File: src/rtl/int_ctrl18_if.sv
// Core18 interrupt-controller bus: request lines, core handshake and port bus.
// The controller sits on the slave side; the core (or a bench) drives the master side.
interface int_ctrl18_if;
  logic [14:0] IRQ;
  logic        INT_ACK;
  logic        RTI_DONE;
  logic        PORT_WR;
  logic        PORT_RD;
  logic [17:0] ADRS;
  logic [17:0] DATAOUT;
  logic [3:0]  VECTOR;
  logic [17:0] RDATA;
  logic        INT_PEND;

  modport master (
    output IRQ, INT_ACK, RTI_DONE, PORT_WR, PORT_RD, ADRS, DATAOUT,
    input  VECTOR, RDATA, INT_PEND
  );

  modport slave (
    input  IRQ, INT_ACK, RTI_DONE, PORT_WR, PORT_RD, ADRS, DATAOUT,
    output VECTOR, RDATA, INT_PEND
  );
endinterface

File: src/rtl/int_ctrl18.sv
// Prioritised, nesting interrupt controller for the Core18 VECTOR input.
// Latches rising edges on IRQ, presents the highest eligible vector until the
// core acknowledges it, and tracks in-service levels until RTI.
module int_ctrl18 #(
  parameter int          NUM_SRC   = 15,
  parameter logic [17:0] BASE_ADRS = 18'o0770
) (
  input logic        CLK,
  input logic        RESET_N,
  int_ctrl18_if.slave bus
);

  localparam logic [1:0] ST_IDLE    = 2'd0;
  localparam logic [1:0] ST_PRESENT = 2'd1;
  localparam logic [1:0] ST_GAP     = 2'd2;

  // Sources beyond NUM_SRC are tied off so they can never raise a request.
  localparam logic [14:0] SRC_MASK = 15'((32'd1 << NUM_SRC) - 32'd1);

  logic [1:0]  state_q,    state_d;
  logic [3:0]  vector_q,   vector_d;
  logic [14:0] mask_q,     mask_d;
  logic [14:0] pend_q,     pend_d;
  logic [14:0] insvc_q,    insvc_d;
  logic [14:0] irq_prev_q, irq_prev_d;
  logic        gie_q,      gie_d;

  logic [14:0] irq_in;
  logic [14:0] edges;
  logic [3:0]  lvl_q;
  logic [14:0] eligible;
  logic [3:0]  winner;
  logic [17:0] offset;
  logic        hit;
  logic [1:0]  reg_sel;
  logic        wr_mask, wr_pend, wr_ctrl;
  logic        ack_take;
  logic [14:0] ack_bit;
  logic [14:0] rti_bit;
  logic [14:0] cur_bit;
  logic        still_ok;
  logic [17:0] rdata;
  logic        unused_dataout;

  // Highest vector number whose bit is set (bit i = vector i+1), 0 if none.
  function automatic logic [3:0] top_vec(input logic [14:0] bits);
    top_vec = 4'd0;
    for (int i = 0; i < 15; i++) begin
      if (bits[i]) top_vec = 4'(i + 1);
    end
  endfunction

  // Bits whose vector number is strictly above the given level.
  function automatic logic [14:0] above(input logic [3:0] lvl);
    above = '0;
    for (int i = 0; i < 15; i++) begin
      above[i] = ((i + 1) > int'(lvl));
    end
  endfunction

  assign unused_dataout = ^bus.DATAOUT[17:15];

  // Address decode; addresses below the base wrap to a large offset and miss.
  assign offset  = bus.ADRS - BASE_ADRS;
  assign hit     = (offset < 18'd4);
  assign reg_sel = offset[1:0];

  // Register next-state: port writes, request latching, in-service bookkeeping.
  always_comb begin
    // NOTE: every always_comb output gets a default first so no path infers a latch.
    irq_in   = bus.IRQ & SRC_MASK;
    edges    = irq_in & ~irq_prev_q;
    lvl_q    = top_vec(insvc_q);
    eligible = pend_q & mask_q & {15{gie_q}} & above(lvl_q);
    winner   = top_vec(eligible);

    wr_mask  = bus.PORT_WR && hit && (reg_sel == 2'd0);
    wr_pend  = bus.PORT_WR && hit && (reg_sel == 2'd1);
    wr_ctrl  = bus.PORT_WR && hit && (reg_sel == 2'd3);

    ack_take = (state_q == ST_PRESENT) && bus.INT_ACK;
    cur_bit  = 15'd1 << (vector_q - 4'd1);
    ack_bit  = ack_take ? cur_bit : '0;
    rti_bit  = (bus.RTI_DONE && (insvc_q != '0)) ? (15'd1 << (lvl_q - 4'd1)) : '0;

    irq_prev_d = irq_in;
    mask_d     = wr_mask ? bus.DATAOUT[14:0] : mask_q;
    gie_d      = wr_ctrl ? bus.DATAOUT[0] : gie_q;
    // A fresh edge beats both the W1C and the acknowledge clear.
    pend_d     = (pend_q & ~(wr_pend ? bus.DATAOUT[14:0] : 15'd0) & ~ack_bit) | edges;
    // RTI retires the prior level before the acknowledged vector is pushed.
    insvc_d    = (insvc_q & ~rti_bit) | ack_bit;

    // The presented vector is re-qualified against the post-edge register values,
    // so a mask/W1C/GIE write withdraws it on the very next cycle.
    still_ok = |(pend_d & mask_d & {15{gie_d}} & above(top_vec(insvc_d)) & cur_bit);
  end

  // Presentation FSM: IDLE picks a winner, PRESENT holds it, GAP forces one zero cycle.
  always_comb begin
    state_d  = state_q;
    vector_d = vector_q;
    case (state_q)
      ST_IDLE: begin
        vector_d = 4'd0;
        if (winner != 4'd0) begin
          state_d  = ST_PRESENT;
          vector_d = winner;
        end
      end
      ST_PRESENT: begin
        if (ack_take) begin
          state_d  = ST_GAP;
          vector_d = 4'd0;
        end else if (!still_ok) begin
          state_d  = ST_IDLE;
          vector_d = 4'd0;
        end
      end
      ST_GAP: begin
        state_d  = ST_IDLE;
        vector_d = 4'd0;
      end
      default: begin
        state_d  = ST_IDLE;
        vector_d = 4'd0;
      end
    endcase
  end

  // Read mux: shows the current (pre-write) register contents while PORT_RD hits.
  always_comb begin
    rdata = '0;
    if (bus.PORT_RD && hit) begin
      case (reg_sel)
        2'd0:    rdata = {3'b000, mask_q};
        2'd1:    rdata = {3'b000, pend_q};
        2'd2:    rdata = {3'b000, insvc_q};
        default: rdata = {17'd0, gie_q};
      endcase
    end
  end

  // State registers with synchronous active-low reset.
  always_ff @(posedge CLK) begin
    // NOTE: sequential state uses non-blocking assignments so every flop samples pre-edge values.
    if (!RESET_N) begin
      state_q    <= ST_IDLE;
      vector_q   <= 4'd0;
      mask_q     <= '0;
      pend_q     <= '0;
      insvc_q    <= '0;
      irq_prev_q <= '0;
      gie_q      <= 1'b0;
    end else begin
      state_q    <= state_d;
      vector_q   <= vector_d;
      mask_q     <= mask_d;
      pend_q     <= pend_d;
      insvc_q    <= insvc_d;
      irq_prev_q <= irq_prev_d;
      gie_q      <= gie_d;
    end
  end

  assign bus.VECTOR   = vector_q;
  assign bus.RDATA    = rdata;
  assign bus.INT_PEND = |eligible;

endmodule

File: src/flat_wrapper.sv
// flat-port wrapper written by rule: the top's interface ports become plain ports
module int_ctrl18_flat 
#(
  parameter int          NUM_SRC   = 15,
  parameter logic [17:0] BASE_ADRS = 18'o0770
)
  (CLK, RESET_N, bus_IRQ, bus_INT_ACK, bus_RTI_DONE, bus_PORT_WR, bus_PORT_RD, bus_ADRS, bus_DATAOUT, bus_VECTOR, bus_RDATA, bus_INT_PEND);
  int_ctrl18_if bus_i ();
  input logic CLK;
  input logic RESET_N;
  input wire logic [$bits(bus_i.IRQ)-1:0] bus_IRQ;
  input wire logic [$bits(bus_i.INT_ACK)-1:0] bus_INT_ACK;
  input wire logic [$bits(bus_i.RTI_DONE)-1:0] bus_RTI_DONE;
  input wire logic [$bits(bus_i.PORT_WR)-1:0] bus_PORT_WR;
  input wire logic [$bits(bus_i.PORT_RD)-1:0] bus_PORT_RD;
  input wire logic [$bits(bus_i.ADRS)-1:0] bus_ADRS;
  input wire logic [$bits(bus_i.DATAOUT)-1:0] bus_DATAOUT;
  output wire logic [$bits(bus_i.VECTOR)-1:0] bus_VECTOR;
  output wire logic [$bits(bus_i.RDATA)-1:0] bus_RDATA;
  output wire logic [$bits(bus_i.INT_PEND)-1:0] bus_INT_PEND;
  assign bus_i.IRQ = bus_IRQ;
  assign bus_i.INT_ACK = bus_INT_ACK;
  assign bus_i.RTI_DONE = bus_RTI_DONE;
  assign bus_i.PORT_WR = bus_PORT_WR;
  assign bus_i.PORT_RD = bus_PORT_RD;
  assign bus_i.ADRS = bus_ADRS;
  assign bus_i.DATAOUT = bus_DATAOUT;
  assign bus_VECTOR = bus_i.VECTOR;
  assign bus_RDATA = bus_i.RDATA;
  assign bus_INT_PEND = bus_i.INT_PEND;
  int_ctrl18 #(.NUM_SRC(NUM_SRC), .BASE_ADRS(BASE_ADRS)) u_core (.CLK(CLK), .RESET_N(RESET_N), .bus(bus_i));
endmodule
File: config.mk
export PLATFORM = sky130hd
export DESIGN_NAME = int_ctrl18_flat
export DESIGN_NICKNAME = d
export VERILOG_FILES = /design/src/rtl/int_ctrl18_if.sv /design/src/rtl/int_ctrl18.sv /design/src/flat_wrapper.sv
export SDC_FILE = /design/constraint.sdc
export NUM_CORES = 1
export LEC_CHECK = 0
export ABC_AREA = 1
export BUFFER_PORTS_ARGS = -buffer_cell sky130_fd_sc_hd__clkbuf_2
export CORE_MARGIN = 5
export CORE_UTILIZATION = 60
export DETAILED_ROUTE_END_ITERATION = 6
export PLACE_DENSITY_LB_ADDON = 0.05
export SYNTH_ARGS = -nofsm -noshare
export SYNTH_HDL_FRONTEND = slang
export SYNTH_SLANG_ARGS = --single-unit
File: constraint.sdc
create_clock -name CLK -period 5.25 [get_ports CLK]
set_clock_uncertainty 0.15 [all_clocks]
set_input_delay 1.05 -clock CLK [delete_from_list [all_inputs] [get_ports CLK]]
set_output_delay 1.05 -clock CLK [all_outputs]
set_load 0.005 [all_outputs]
---- After elaboration in Yosys (flattened, before gate mapping) ----
Index checks and enable logic that the tools add are counted.
cells by class
  multiplexer cells ....................... 60
  bitwise gates (word level) .............. 17
  equality and inequality tests ........... 6
  reductions and logical operators ........ 14
  $lt $le $gt $ge ......................... 31
  shift operators ......................... 2
  add/sub/neg operators ................... 3
operators with widths
  kind                                                                   number
  15-bit AND                                                             11
  4-bit 2-to-1 mux                                                       33
  4-bit > comparator, first input constant                               16
  15-bit 2-to-1 mux                                                      4
  15-bit inverter                                                        4
  15-bit case mux with 3 select lines                                    1
  3-bit by 4-bit > comparator with 1-bit output, first input constant    8
  15-bit OR                                                              2
  15-bit OR reduction                                                    2
  1-bit by 4-bit left shift with 15-bit output, first input constant     2
  3-bit 2-to-1 mux                                                       8
  18-bit by 3-bit < comparator with 1-bit output, second input constant  1
  18-bit 2-to-1 mux                                                      1
  18-bit by 9-bit subtractor with 18-bit output, second input constant   1
  2-bit by 4-bit > comparator with 1-bit output, first input constant    4
  15-bit nonzero test                                                    1
  2-bit 2-to-1 mux                                                       7
  1-bit by 4-bit > comparator with 1-bit output, first input constant    2
  4-bit case mux with 2 select lines                                     1
  4-bit by 1-bit subtractor with 4-bit output, second input constant     2
  1-bit logical AND                                                      7
  2-bit by 1-bit equality test with 1-bit output, second input constant  2
  2-bit equality test, second input constant                             2
  2-bit zero test                                                        2
  6 further kinds                                                        9
word-level totals
  flip-flop bits (word level) ............. 67
  logic and storage cells ................. 140
  output and inout port bits .............. 23
  input bits .............................. 57

---- Depth between registers and ports, before layout ----
  depth after elaboration ................. 43
  mapped depth ............................ 39
  depth with buffers taken out ............ 39

---- Worst setup path after synthesis ----
OpenSTA, ideal clock, no wires.
  path kind ............................... input port to output port
  from .................................... in bus_ADRS[10]
  to ...................................... out bus_RDATA[11]
  slack ................................... 1.531 ns
  data arrival time ....................... 2.519 ns
  required time ........................... 4.050 ns
  cell stages on the path ................. 12
  path through ............................ nor2_2 inv_2 nor2_4 nand2_2 o31ai_2 nand2_1 a211oi_1 nand2_1 nor2_2 nand3_1 clkbuf_1 a31oi_1
on the way
  cells in the longest elaborated chain, start to end .. 4
ends and longest elaborated chain
  item                                            line                text
  start: declaration                              flat_wrapper.sv:16  input wire logic [$bits(bus_i.ADRS)-1:0] bus_ADRS;
  18-bit by 9-bit subtractor with 18-bit output   int_ctrl18.sv:64    assign offset = bus.ADRS - BASE_ADRS;
  18-bit by 3-bit < comparator with 1-bit output  int_ctrl18.sv:65    assign hit = (offset < 18'd4);
  1-bit logical AND                               int_ctrl18.sv:134   if (bus.PORT_RD && hit) begin
  18-bit 2-to-1 mux                               int_ctrl18.sv:134
  end: declaration                                flat_wrapper.sv:19  output wire logic [$bits(bus_i.RDATA)-1:0] bus_RDATA;
Every way passes these cells.

---- Worst setup path in the final report ----
  from .................................... in bus_ADRS[9]
  to ...................................... out bus_RDATA[11]
Same word-level chain as after synthesis.

==> impl_metrics.json <==
{
  "status": "completed",
  "arrival_ns": 3.23,
  "hold_buffers": 0,
  "insertion_delay_ns": 0.35,
  "synthFlopType": "dfxtp_1",
  "coreArea_um2": 7330,
  "power_density_nw_per_um2": 205,
  "instances_no_fill": 925,
  "synth_area_um2": 4580,
  "cts.clk_slew.worst_paths_ns": 0.08,
  "tightest_slew_ns": 0.832,
  "yosys.area_share.xor_xnor_pct": 0.191,
  "synthAdderAreaFrac_pct": 0.273,
  "min_path_type": "register to register",
  "syn_area_per_cell_um2": 6.08,
  "die_area_um2": 9470,
  "hold_viol_final": 0,
  "pwr-share-clk_pct": 41.4,
  "ys_ff_latch": 67,
  "antenna_found_initial": 0,
  "end_kind": "output port",
  "drt-initial-drc-count": 545,
  "overflow": 0,
  "synth_top_area_cell": "dfxtp_1",
  "drv_cap": 0,
  "maxClockFrequency_ghz": 0.226,
  "routedWlPerCell_um": 16.1,
  "start_util_pct": 62.4,
  "r2r-start": "u_core.insvc_q[12]",
  "max_stage_delay_ns": 0.43,
  "rows": 31,
  "final_cell_area_um2": 5180,
  "h-tree-depth": 3,
  "syn_inst": 753,
  "portBuffers": 73,
  "placedCellCount": 909,
  "power_frac_comb_pct": 8.1,
  "crit_path_start_kind": "primary input",
  "cts_tree": "built",
  "fin_crit_sh_pct": 84.3,
  "placed_cell_area_um2": 4980,
  "required_ns": 4.05,
  "grt_max_degree": 52,
  "leakage_nw": 2.51,
  "power.share.switching_pct": 25.6,
  "drt-total-wl_um": 14900,
  "hold_start": "u_core.irq_prev_q[1]",
  "synth-simple-area-share_pct": 40.4,
  "nets": 879,
  "grt_pass1_wl_um": 24100,
  "fin_setup_tns_ns": 0,
  "synth-edff-count": 0,
  "hpwl_um": 11900,
  "cts_buffers": 9,
  "crit_slowest_cell": "nand3_1",
  "die_x_um": 97.3,
  "peakVddDrop_mv": 0.263,
  "via_count": 5263,
  "critical_path_class": "primary input to output port",
  "yosys-top-cells-count": "200 x nand2_1, 135 x inv_1, 92 x nor2_1",
  "p_switching_mw": 0.272,
  "pwr-share-seq_pct": 50.5,
  "drc": 0,
  "gp_congestion": 1.03,
  "synth.area.top_cells": "dfxtp_1 29%, nand2_1 16%, inv_1 11%",
  "maxSlewViolCount": 0,
  "async_reset_ff_share_pct": 0,
  "drtPass1Iterations": 5,
  "synth_compound_area_share_pct": 15.3,
  "critPathLaunch": "bus_ADRS[9]",
  "grt_usage_pct": 31.3,
  "maxSlewHeadroom_pct": 44.3,
  "diodes": 0,
  "fillers": 649,
  "clockRootBuffer": "clkbuf_8",
  "yosysSeqAreaShare_pct": 29.3,
  "netlist.area_leader.share_pct": 29.3,
  "period_needed_ns": 4.43,
  "grt_pass1_vias": 5009,
  "grt_setup_unrepaired": "no",
  "synth_cell_types": 52,
  "crit_chain": "clkbuf_2 -> nor2_2 -> inv_2 -> nor2_4 -> nand2_2 -> o31ai_2 -> nand2_1 -> a211oi_1 -> nand2_1 -> nor2_2 -> nand3_1 -> a31oi_1 -> clkbuf_2",
  "die_h_um": 97.3,
  "final-setup-viol-count": 0,
  "cts_setup_buffers": 0,
  "synth_top_family_by_area": "simple AND/OR/NAND/NOR gates",
  "muxShareOfSynthArea_pct": 0.246,
  "ant_nets": 0,
  "synth.most_common_cell": "nand2_1",
  "drive_gt1_share_pct": 17.9,
  "p_int_mw": 0.790,
  "cts.path.max_buffers": 2,
  "crit_path_max_fanout": 14,
  "ctsResizeCount": 0,
  "ys_warn_count": 0,
  "via_per_inst": 5.69,
  "areaGrowthSynthToFinish_pct": 13.3,
  "clock_sinks": 67,
  "io_pins": 80
}
area by class of cell:
class,count,area (µm²),area share (%)
inverter,145,547,10.5
multi-input combinational,524,2590,50.1
sequential,67,1340,25.9
timing repair buffer,74,373,7.19
tap,99,124,2.39
clock inverter,5,62.6,1.21
clock buffer,11,141,2.73
per-stage QoR:
stage	worst slack [ns]	util [%]	hold slack [ns]	power, mW
after floorplan	1.53	-	0.320	0.591
after global placement	0.892	67.9	0.333	0.626
after detailed placement	0.834	67.9	0.347	0.631
after CTS	0.827	70.7	0.363	1.06
after global routing	0.589	70.7	0.399	1.10
final	0.823	70.7	0.358	1.06
layer usage:
metal  share of wire (%)  global-route usage [%]  vias to the layer above
met1                  39                    39.3                     2379
met4                 4.4                    16.5                        0
met2                  46                    51.6                      312
li1                    -                       -                     2516
met3                  11                    4.67                       56
met5                   0                       0                        -
power groups by stage:
| stage | Combinational, mW | Clock (mW) | Sequential [mW] |
|---|---|---|---|
| 2_1_floorplan | 0.0505 | 0 | 0.541 |
| 3_5_place_dp | 0.0846 | 0 | 0.547 |
| 6_report | 0.0862 | 0.439 | 0.536 |
| 3_3_place_gp | 0.0805 | 0 | 0.546 |
| 5_1_grt | 0.0971 | 0.466 | 0.537 |
| 4_1_cts | 0.0852 | 0.439 | 0.535 |
placed cells by master (no fill, tap or decap), types with 13 or more instances in the layout:
master,count
a31oi_1,13
o21ai_0,21
clkbuf_2,73
nor2_2,15
nor2_1,92
nand3_1,39
a21oi_1,28
dfxtp_1,67
nand2_1,200
nand4_1,23
inv_1,135
final timing paths:
path                                     endpoint  slack, ns  depth (start not counted)
worst max register to register  u_core.state_q[0]       1.50                         32
worst min register to register   u_core.pend_q[1]       0.36                          3
worst max-delay path                bus_RDATA[11]       0.82                         13
worst min-delay path             u_core.pend_q[1]       0.36                          3
worst max-delay path, delay by kind of cell:
family / cells / cell delay, ns
buffers and inverters: 3 / 0.35
AOI/OAI and AO/OA: 3 / 0.78
and+or+nand+nor: 7 / 1.04
registers in the layout, summed over array words and instances, names as in the netlist:
signal             flops
u_core.bus.VECTOR      4
u_core.gie_q           1
u_core.insvc_q        15
u_core.irq_prev_q     15
u_core.mask_q         15
u_core.pend_q         15
u_core.state_q         2
cell families (layout without fill, tap and decap cells):
family | count (synthesis) | count (layout)
adders and majority gates | 1 | 1
other | 1 | 3
DFF | 67 | 67
AOI/OAI and AO/OA | 105 | 105
and+or+nand+nor | 413 | 413
buffers and inverters | 164 | 235
muxes | 1 | 1
xor gates and xnor gates | 1 | 1
No activity file was read; power rests on OpenSTA's default activity.
